`src/rtl/cordic_rotation_engine.sv`:
```
// ----------------------------------------------------------------------------
// cordic_rotation_engine
//
// Iterative CORDIC engine in rotation mode. It rotates the signed vector
// (x, y) by the angle z (Q2.14 radians) and performs one shift-add
// micro-rotation per clock. The CORDIC gain is not compensated here, so
// callers pre-scale the operands by 1/K (K ~= 1.6468).
//
// Ports
//   clk_in       rising-edge clock
//   rst_n_in     asynchronous active-low reset
//   start_in     operation request, accepted only while idle
//   x_in, y_in   signed operands, sampled on the accepting edge
//   z_in         signed rotation angle, Q2.14 radians
//   x_output     rotated x (registered)
//   y_output     rotated y (registered)
//   z_output     residual angle (registered)
//   sel_output   direction select: 0 = z >= 0 (d = +1), 1 = z < 0 (d = -1)
//   iter_output  index of the micro-rotation the next edge performs
//   busy_output  high while an operation is in progress
//   done_output  one-cycle result-valid pulse
// ----------------------------------------------------------------------------
module cordic_rotation_engine #(
    parameter int unsigned BIT_WIDTH  = 16,
    parameter int unsigned ITERATIONS = 14
) (
    input  logic                        clk_in,
    input  logic                        rst_n_in,
    input  logic                        start_in,
    input  logic signed [BIT_WIDTH-1:0] x_in,
    input  logic signed [BIT_WIDTH-1:0] y_in,
    input  logic signed [BIT_WIDTH-1:0] z_in,
    output logic signed [BIT_WIDTH-1:0] x_output,
    output logic signed [BIT_WIDTH-1:0] y_output,
    output logic signed [BIT_WIDTH-1:0] z_output,
    output logic                        sel_output,
    output logic [3:0]                  iter_output,
    output logic                        busy_output,
    output logic                        done_output
);

    typedef enum logic [1:0] {
        S_IDLE,
        S_RUN,
        S_DONE
    } state_t;

    localparam logic [3:0] LAST_ITER = 4'(ITERATIONS - 1);

    state_t                      r_state;
    logic signed [BIT_WIDTH-1:0] r_x;
    logic signed [BIT_WIDTH-1:0] r_y;
    logic signed [BIT_WIDTH-1:0] r_z;
    logic [3:0]                  r_iter;
    logic                        r_busy;
    logic                        r_done;

    logic                        w_sel;
    logic signed [BIT_WIDTH-1:0] w_x_shift;
    logic signed [BIT_WIDTH-1:0] w_y_shift;
    logic signed [BIT_WIDTH-1:0] w_atan;
    logic signed [BIT_WIDTH-1:0] w_x_next;
    logic signed [BIT_WIDTH-1:0] w_y_next;
    logic signed [BIT_WIDTH-1:0] w_z_next;

    // atan(2^-i) in Q2.14 radians
    function automatic logic signed [BIT_WIDTH-1:0] atan_lut(input logic [3:0] idx);
        case (idx)
            4'd0:    return BIT_WIDTH'(12868);
            4'd1:    return BIT_WIDTH'(7596);
            4'd2:    return BIT_WIDTH'(4014);
            4'd3:    return BIT_WIDTH'(2037);
            4'd4:    return BIT_WIDTH'(1023);
            4'd5:    return BIT_WIDTH'(512);
            4'd6:    return BIT_WIDTH'(256);
            4'd7:    return BIT_WIDTH'(128);
            4'd8:    return BIT_WIDTH'(64);
            4'd9:    return BIT_WIDTH'(32);
            4'd10:   return BIT_WIDTH'(16);
            4'd11:   return BIT_WIDTH'(8);
            4'd12:   return BIT_WIDTH'(4);
            4'd13:   return BIT_WIDTH'(2);
            default: return '0;
        endcase
    endfunction

    // Direction comes straight from the sign of the residual angle
    assign w_sel     = r_z[BIT_WIDTH-1];
    assign w_x_shift = r_x >>> r_iter;
    assign w_y_shift = r_y >>> r_iter;
    assign w_atan    = atan_lut(r_iter);

    always_comb begin
        w_x_next = r_x;
        w_y_next = r_y;
        w_z_next = r_z;
        if (w_sel) begin
            // d = -1
            w_x_next = r_x + w_y_shift;
            w_y_next = r_y - w_x_shift;
            w_z_next = r_z + w_atan;
        end else begin
            // d = +1
            w_x_next = r_x - w_y_shift;
            w_y_next = r_y + w_x_shift;
            w_z_next = r_z - w_atan;
        end
    end

    always_ff @(posedge clk_in or negedge rst_n_in) begin
        if (!rst_n_in) begin
            r_state <= S_IDLE;
            r_x     <= '0;
            r_y     <= '0;
            r_z     <= '0;
            r_iter  <= '0;
            r_busy  <= 1'b0;
            r_done  <= 1'b0;
        end else begin
            case (r_state)
                S_IDLE: begin
                    r_done <= 1'b0;
                    if (start_in) begin
                        r_x     <= x_in;
                        r_y     <= y_in;
                        r_z     <= z_in;
                        r_iter  <= '0;
                        r_busy  <= 1'b1;
                        r_state <= S_RUN;
                    end
                end
                S_RUN: begin
                    r_x <= w_x_next;
                    r_y <= w_y_next;
                    r_z <= w_z_next;
                    if (r_iter == LAST_ITER) begin
                        // iter holds at the last index so results stay frozen
                        r_busy  <= 1'b0;
                        r_done  <= 1'b1;
                        r_state <= S_DONE;
                    end else begin
                        r_iter <= r_iter + 4'd1;
                    end
                end
                S_DONE: begin
                    r_done  <= 1'b0;
                    r_state <= S_IDLE;
                end
                default: begin
                    r_busy  <= 1'b0;
                    r_done  <= 1'b0;
                    r_state <= S_IDLE;
                end
            endcase
        end
    end

    assign x_output    = r_x;
    assign y_output    = r_y;
    assign z_output    = r_z;
    assign sel_output  = w_sel;
    assign iter_output = r_iter;
    assign busy_output = r_busy;
    assign done_output = r_done;

endmodule

```
`config.mk`:
```
export PLATFORM = sky130hd
export DESIGN_NAME = cordic_rotation_engine
export DESIGN_NICKNAME = d
export VERILOG_FILES = /design/src/rtl/cordic_rotation_engine.sv
export SDC_FILE = /design/constraint.sdc
export NUM_CORES = 1
export LEC_CHECK = 0
export CAP_MARGIN = 20
export CELL_PAD_IN_SITES_DETAIL_PLACEMENT = 0
export CELL_PAD_IN_SITES_GLOBAL_PLACEMENT = 1
export CORE_MARGIN = 4
export CORE_UTILIZATION = 45
export DETAILED_ROUTE_END_ITERATION = 10
export HOLD_SLACK_MARGIN = 0.08
export PLACE_DENSITY = 0.91
export SETUP_SLACK_MARGIN = 0.15
export SLEW_MARGIN = 20
export SYNTH_ARGS = -nofsm -noshare
export SYNTH_HDL_FRONTEND = slang
export SYNTH_SLANG_ARGS = --single-unit
```
`constraint.sdc`:
```
create_clock -name clk_in -period 9.4 [get_ports clk_in]
set_input_delay 2.82 -clock clk_in [delete_from_list [all_inputs] [get_ports clk_in]]
set_output_delay 2.82 -clock clk_in [all_outputs]
set_load 0.02 [all_outputs]
```
==> run metrics, run 1 <==
unrepaired setup endpoints after global routing=no; Post-Synth XOR/XNOR Area=0.0973; Overall Global Routing Usage=0.245; clock transition at the registers of the reported paths=0.08 ns; worst reg-to-reg path cell count=19; first-pass GRT wire length=35300 µm; NumNets Final=1046; synth top area cells=dfrtp_1 (20%), ha_1 (11%), mux4_2 (5.7%); complex-gate fraction of the synthesized area=0.243; top_reg_cell synth=dfrtp_1; Worst EP arrival=5.45 ns; final setup margin=4.14 ns; Hold Path Class=register to register; vias in the first global route=6692; Worst Setup SP=iter_output[1]; Synth Area in Simple Gates=0.143; endpoints failing hold=0; post-synthesis mux area share=0.151; Iter 0 DRT Violations=459; CORE AREA=15300 µm²; Mapped Cells=858; clk_lat worst skew=0.31 ns; syn avg cell area=8.29 µm²; Yosys top cell by area=dfrtp_1; setup TNS=0 ns; Die X=134 µm; period utilization=0.560; CTS Buf Count=5; first-pass detailed-route iteration total=5; status=finished clean; crit start category=register; share of the yosys chip area belonging to registers=0.197; Vias=6775; pre-CTS setup slack=4.15 ns; Worst Max-Slew Pin Slew=1.09 ns; Clock Tree Root=clkbuf_16; Final Setup Violations=0; clk_skew=0.00747 ns; WL/cell=19.2 µm; Worst EP required=9.59 ns; antenna cells=0; post-CTS setup buffer count=0; maximum clock frequency=0.190 GHz; share of flip-flops with an asynchronous set or reset=1.00; largest family of logic cells by synthesized area=compound AO/OA/AOI/OAI gates; input/output buffers=105; Worst Path Max Fanout=31; Post-Synthesis Net Count=976; synthesis-to-layout area growth=18.7%; Clock Sinks=56; CTS tree=built; die area=17900 µm²; commonest non-fill, non-tap cell in the layout=clkdlybuf4s50_1; share of layout cells above drive strength 1=0.0829; Post-Synth Adder-Cell Area=0.121; most frequent cells in the layout=clkdlybuf4s50_1 (104), a21oi_1 (78), o21ai_0 (76); post-synth cell types=69; Post-synth EDFFs=0; Via-to-Cell Ratio=5.94; fin. max-slew vios=0; Hold Path Stages=2; #FFs+latches synth=56; Detailed Route WL=21800 µm; Rows=45; Ys Warns=0; cts repair resizes=0; Relative slew margins=0.271; worst r2r src=iter_output[1]; Tmin final=5.26 ns; Max Root-Sink Buffers=2; grt ovf=0; Post-DP HPWL=16000 µm; DRT antenna net count=0; CP endpoint kind=register; DRC=0; placer congestion estimate=0.973; die height=134 µm; max-cap violations=0; hold wc startpoint=z_output[4]; largest net degree at the start of global routing=57; initial antenna violation count=0; kind of critical path=register to register; Initial Util=0.464; H-tree depth=2; Yosys top cell area share=0.197; hold buffer count at cts=0; # IOs=106; area of the mapped netlist=7110 µm²
final timing paths:
path                             endpoint  slack [ns]
hold reg to reg               z_output[4]        0.52
setup / recovery             z_output[13]        4.14
hold / removal                z_output[4]        0.52
setup reg to reg             z_output[13]        4.14
min in group asynchronous     x_output[9]        2.66
max in group asynchronous  iter_output[0]        6.20
sequential cells by signal (all words and copies together) (netlist names):
register	flops
x_output	16
iter_output	4
y_output	16
busy_output	1
done_output	1
z_output	16
r_state	2
stage by stage:
stage	instances	util	hold slack [ns]	area (µm²)
finish	1140	0.551	0.522	8440
global route	1140	0.551	0.554	8440
CTS	1140	0.551	0.528	8440
detailed placement	1132	0.541	0.509	8290
global placement	1132	0.541	0.505	8290
floorplan	858	-	0.602	7110
routing by layer:
metal	routed length [µm]	up-vias	GRT usage
met5	0	-	0
met4	547	0	0.0726
met3	1410	30	0.0393
met2	10400	223	0.411
met1	9510	3236	0.326
li1	-	3286	-
layout make-up:
cell class	instances	area, µm²
fillers	1487	6870
multi-input cells	720	5390
flip-flops and latches	56	1400
repair buffers	116	1130
well taps	211	264
clock buffers	5	125
inverters	29	109
clock inverters	3	26.3
synthesized netlist by cell type, types with 3 or more instances:
master,count
nor2_1,68
nor2b_1,10
mux4_1,5
mux2_2,15
dfrtp_1,56
o21ai_1,3
o32ai_1,3
a211oi_1,4
a21o_1,16
o22a_1,3
nor3_1,13
ha_1,64
o21bai_1,4
a31o_2,4
nand4_1,4
and2_1,7
a21oi_1,78
buf_4,3
or3_1,9
o211ai_1,6
nand2b_1,9
clkbuf_1,39
o21a_1,8
inv_1,26
nand2_1,75
a22oi_1,15
o31ai_1,3
buf_2,5
mux4_2,18
xor2_1,39
o22ai_1,21
o21ai_0,77
mux2i_1,34
buf_1,4
a31oi_1,15
fa_1,3
xnor2_1,40
or2_2,4
nand3_1,9
critical path, cell delays in order, from the launching register on:
cell and delay [ns]:
dfrtp_1 0.36, buf_4 0.24, inv_1 0.71, ha_1 0.48, inv_1 0.09, o21ai_0 0.16, a22oi_1 0.12, ha_1 0.31
nor2_1 0.04, a21oi_1 0.22, ha_1 0.27, a21o_1 0.15, a21oi_1 0.26, o21ai_0 0.14, a31oi_1 0.31, o21ai_0 0.18
or4b_2 0.62, a31oi_1 0.22, xor2_1 0.16, a21oi_1 0.08
kinds of logic after synthesis:
kind of cell / Yosys count
AO/OA/AOI/OAI: 280
AND/OR/NAND/NOR: 220
buffers and inverters: 82
XOR/XNOR: 79
multiplexers: 74
adder cells (fa/ha/maj): 67
flip-flops: 56
Power of run 1 is left out: the tool's default activity adds up to more than one toggle a clock period on the data nets, which glitch-free logic cannot reach.
==> run 2: changes to the inputs <==
--- a/config.mk
+++ b/config.mk
@@ -9,10 +9,10 @@
 export CELL_PAD_IN_SITES_DETAIL_PLACEMENT = 0
 export CELL_PAD_IN_SITES_GLOBAL_PLACEMENT = 1
 export CORE_MARGIN = 4
-export CORE_UTILIZATION = 45
+export CORE_UTILIZATION = 38
 export DETAILED_ROUTE_END_ITERATION = 10
 export HOLD_SLACK_MARGIN = 0.08
-export PLACE_DENSITY = 0.91
+export PLACE_DENSITY = 0.82
 export SETUP_SLACK_MARGIN = 0.15
 export SLEW_MARGIN = 20
 export SYNTH_ARGS = -nofsm -noshare
==> constraint.sdc (replaced) <==
create_clock -name clk_in -period 4.8 [get_ports clk_in]
set_input_delay 1.44 -clock clk_in [delete_from_list [all_inputs] [get_ports clk_in]]
set_output_delay 1.44 -clock clk_in [all_outputs]
set_load 0.02 [all_outputs]
==> run 2 against run 1 <==
  * Flip-flop and latch count did not move
  * Cell count rose by 7.3%
  * Register-to-register slack worse by 3.8 ns
  * Clock-buffer cell count is 1 higher
  * Fmax increased by 17%
  * Core utilization down 4.5 points
  * Sequential share of layout area is 1.4 points lower
  * Die area grew 17%
  * Non-clock buffer count rose by 65
  * Worst setup slack worse by 3.8 ns
  * Critical endpoint is now x_output[15]
  * Highest routed layer unchanged
==> run metrics, run 2 (synthesis results as in run 1) <==
Worst EP arrival=4.73 ns; Vias=7103; worst r2r src=iter_output[0]; Multi-input gate area=5540 µm²; CP most frequent cell=mux2_2; die height=145 µm; clk_lat worst skew=0.32 ns; placer congestion estimate=0.914; vias in the first global route=6819; CORE AREA=18200 µm²; CTS Buf Count=5; Max Root-Sink Buffers=2; Die X=145 µm; metal3 WL=1320 µm; max-cap violations=0; CTS tree=built; WL met2=12000 µm; Seq. cell area=1400 µm²; Overall Global Routing Usage=0.228; endpoints failing hold=0; # IOs=106; commonest non-fill, non-tap cell in the layout=clkdlybuf4s50_1; Worst EP required=5.03 ns; Crit-path slowest cell=dfrtp_2; Rows=49; fin. max-slew vios=0; cell chain of the critical path=buf_12, mux2_2, mux2_2, mux4_2, inv_1, ha_1, mux2_4, ha_4, a211oi_2, o21bai_1, a221o_1, a21oi_2, o211ai_1, a31oi_1, o21ai_1, xnor2_2, a221oi_2; crit start category=register; status=finished clean; WL/cell=19.9 µm; synthesis-to-layout area growth=29.8%; DRC=0; maximum clock frequency=0.222 GHz; hold wc startpoint=done_output; CP endpoint kind=register; Worst Max-Slew Pin Slew=0.885 ns; antenna cells=0; Iter 0 DRT Violations=503; M1 WL=10500 µm; Clock Sinks=56; period utilization=0.937; Tmin final=4.50 ns; Final Setup Violations=0; fill count=1762; most frequent cells in the layout=clkdlybuf4s50_1 (104), nand2_1 (75), o21ai_0 (73); Worst Path Max Fanout=6; largest net degree at the start of global routing=35; CP max stage delay=0.54 ns; NumNets Final=1111; first-pass detailed-route iteration total=5; clock transition at the registers of the reported paths=0.08 ns; Initial Util=0.391; Via-to-Cell Ratio=5.81; die area=21000 µm²; share of layout cells above drive strength 1=0.173; input/output buffers=105; initial antenna violation count=0; setup TNS=0 ns; Relative slew margins=0.409; Detailed Route WL=24400 µm; kind of critical path=register to register; unrepaired setup endpoints after global routing=yes; first-pass GRT wire length=37500 µm; uppermost layer routed=met4; Clock Tree Root=clkbuf_16; hold buffer count at cts=0; Hold Path Class=register to register; Post-DP HPWL=18400 µm; H-tree depth=2; grt ovf=0; clk_skew=0.00849 ns; DRT antenna net count=0; Worst Setup SP=iter_output[0]
==> run 2: changes by cell type in the layout (fill, tap and decap cells not counted), sizes merged <==
| cell | delta |
|---|---|
| buf | +64 |
| bufinv | +1 |
| clkbuf | +2 |
| clkinv | -1 |
| clkinvlp | +1 |
| inv | -2 |
==> run 2: final cells by class <==
cell class	count	area share
clock inverters	2	0.00420
flip-flops and latches	56	0.152
well taps	229	0.0311
inverters	29	0.0122
multi-input cells	720	0.600
repair buffers	181	0.186
clock buffers	6	0.0140
==> run 2: per-stage QoR <==
| step | util | hold WS, ns | worst slack (ns) | instance area, µm² | std cells |
|---|---|---|---|---|---|
| floorplan | - | 0.602 | 0.178 | 7120 | 858 |
| global placement | 0.477 | 0.504 | 0.0498 | 8680 | 1194 |
| detailed placement | 0.477 | 0.508 | 0.0610 | 8680 | 1194 |
| CTS | 0.490 | 0.521 | 0.150 | 8930 | 1208 |
| global route | 0.507 | 0.530 | 0.126 | 9230 | 1223 |
| finish | 0.507 | 0.518 | 0.304 | 9230 | 1223 |
==> run 2: repair_timing <==
item,in CTS,in global routing
gates resized for setup,4,41
endpoints found under the setup margin,2,11
cloned,1,1
pin swaps,5,18
buffers inserted,5,13
==> run 2: critical path, delay by kind of cell, from the launching register on <==
family | cells | cell delay, ns
adder cells (fa/ha/maj) | 2 | 0.44
flip-flops | 1 | 0.54
buffers and inverters | 2 | 0.24
XOR/XNOR | 1 | 0.18
multiplexers | 4 | 1.46
AO/OA/AOI/OAI | 8 | 1.55
==> run 2: final timing paths <==
check,end,slack (ns),cells past startpoint
min reg2reg,done_output,0.52,2
min in group asynchronous,x_output[12],1.16,1
max in group asynchronous,iter_output[0],2.73,2
max reg2reg,x_output[15],0.30,17
min,done_output,0.52,2
max,x_output[15],0.30,17
==> run 2: metal layers <==
metal,up-vias,track usage
li1,3415,-
met1,3434,0.296
met2,220,0.405
met3,34,0.0286
met4,0,0.0520
met5,-,0
Power of run 2 is left out for the same reason.
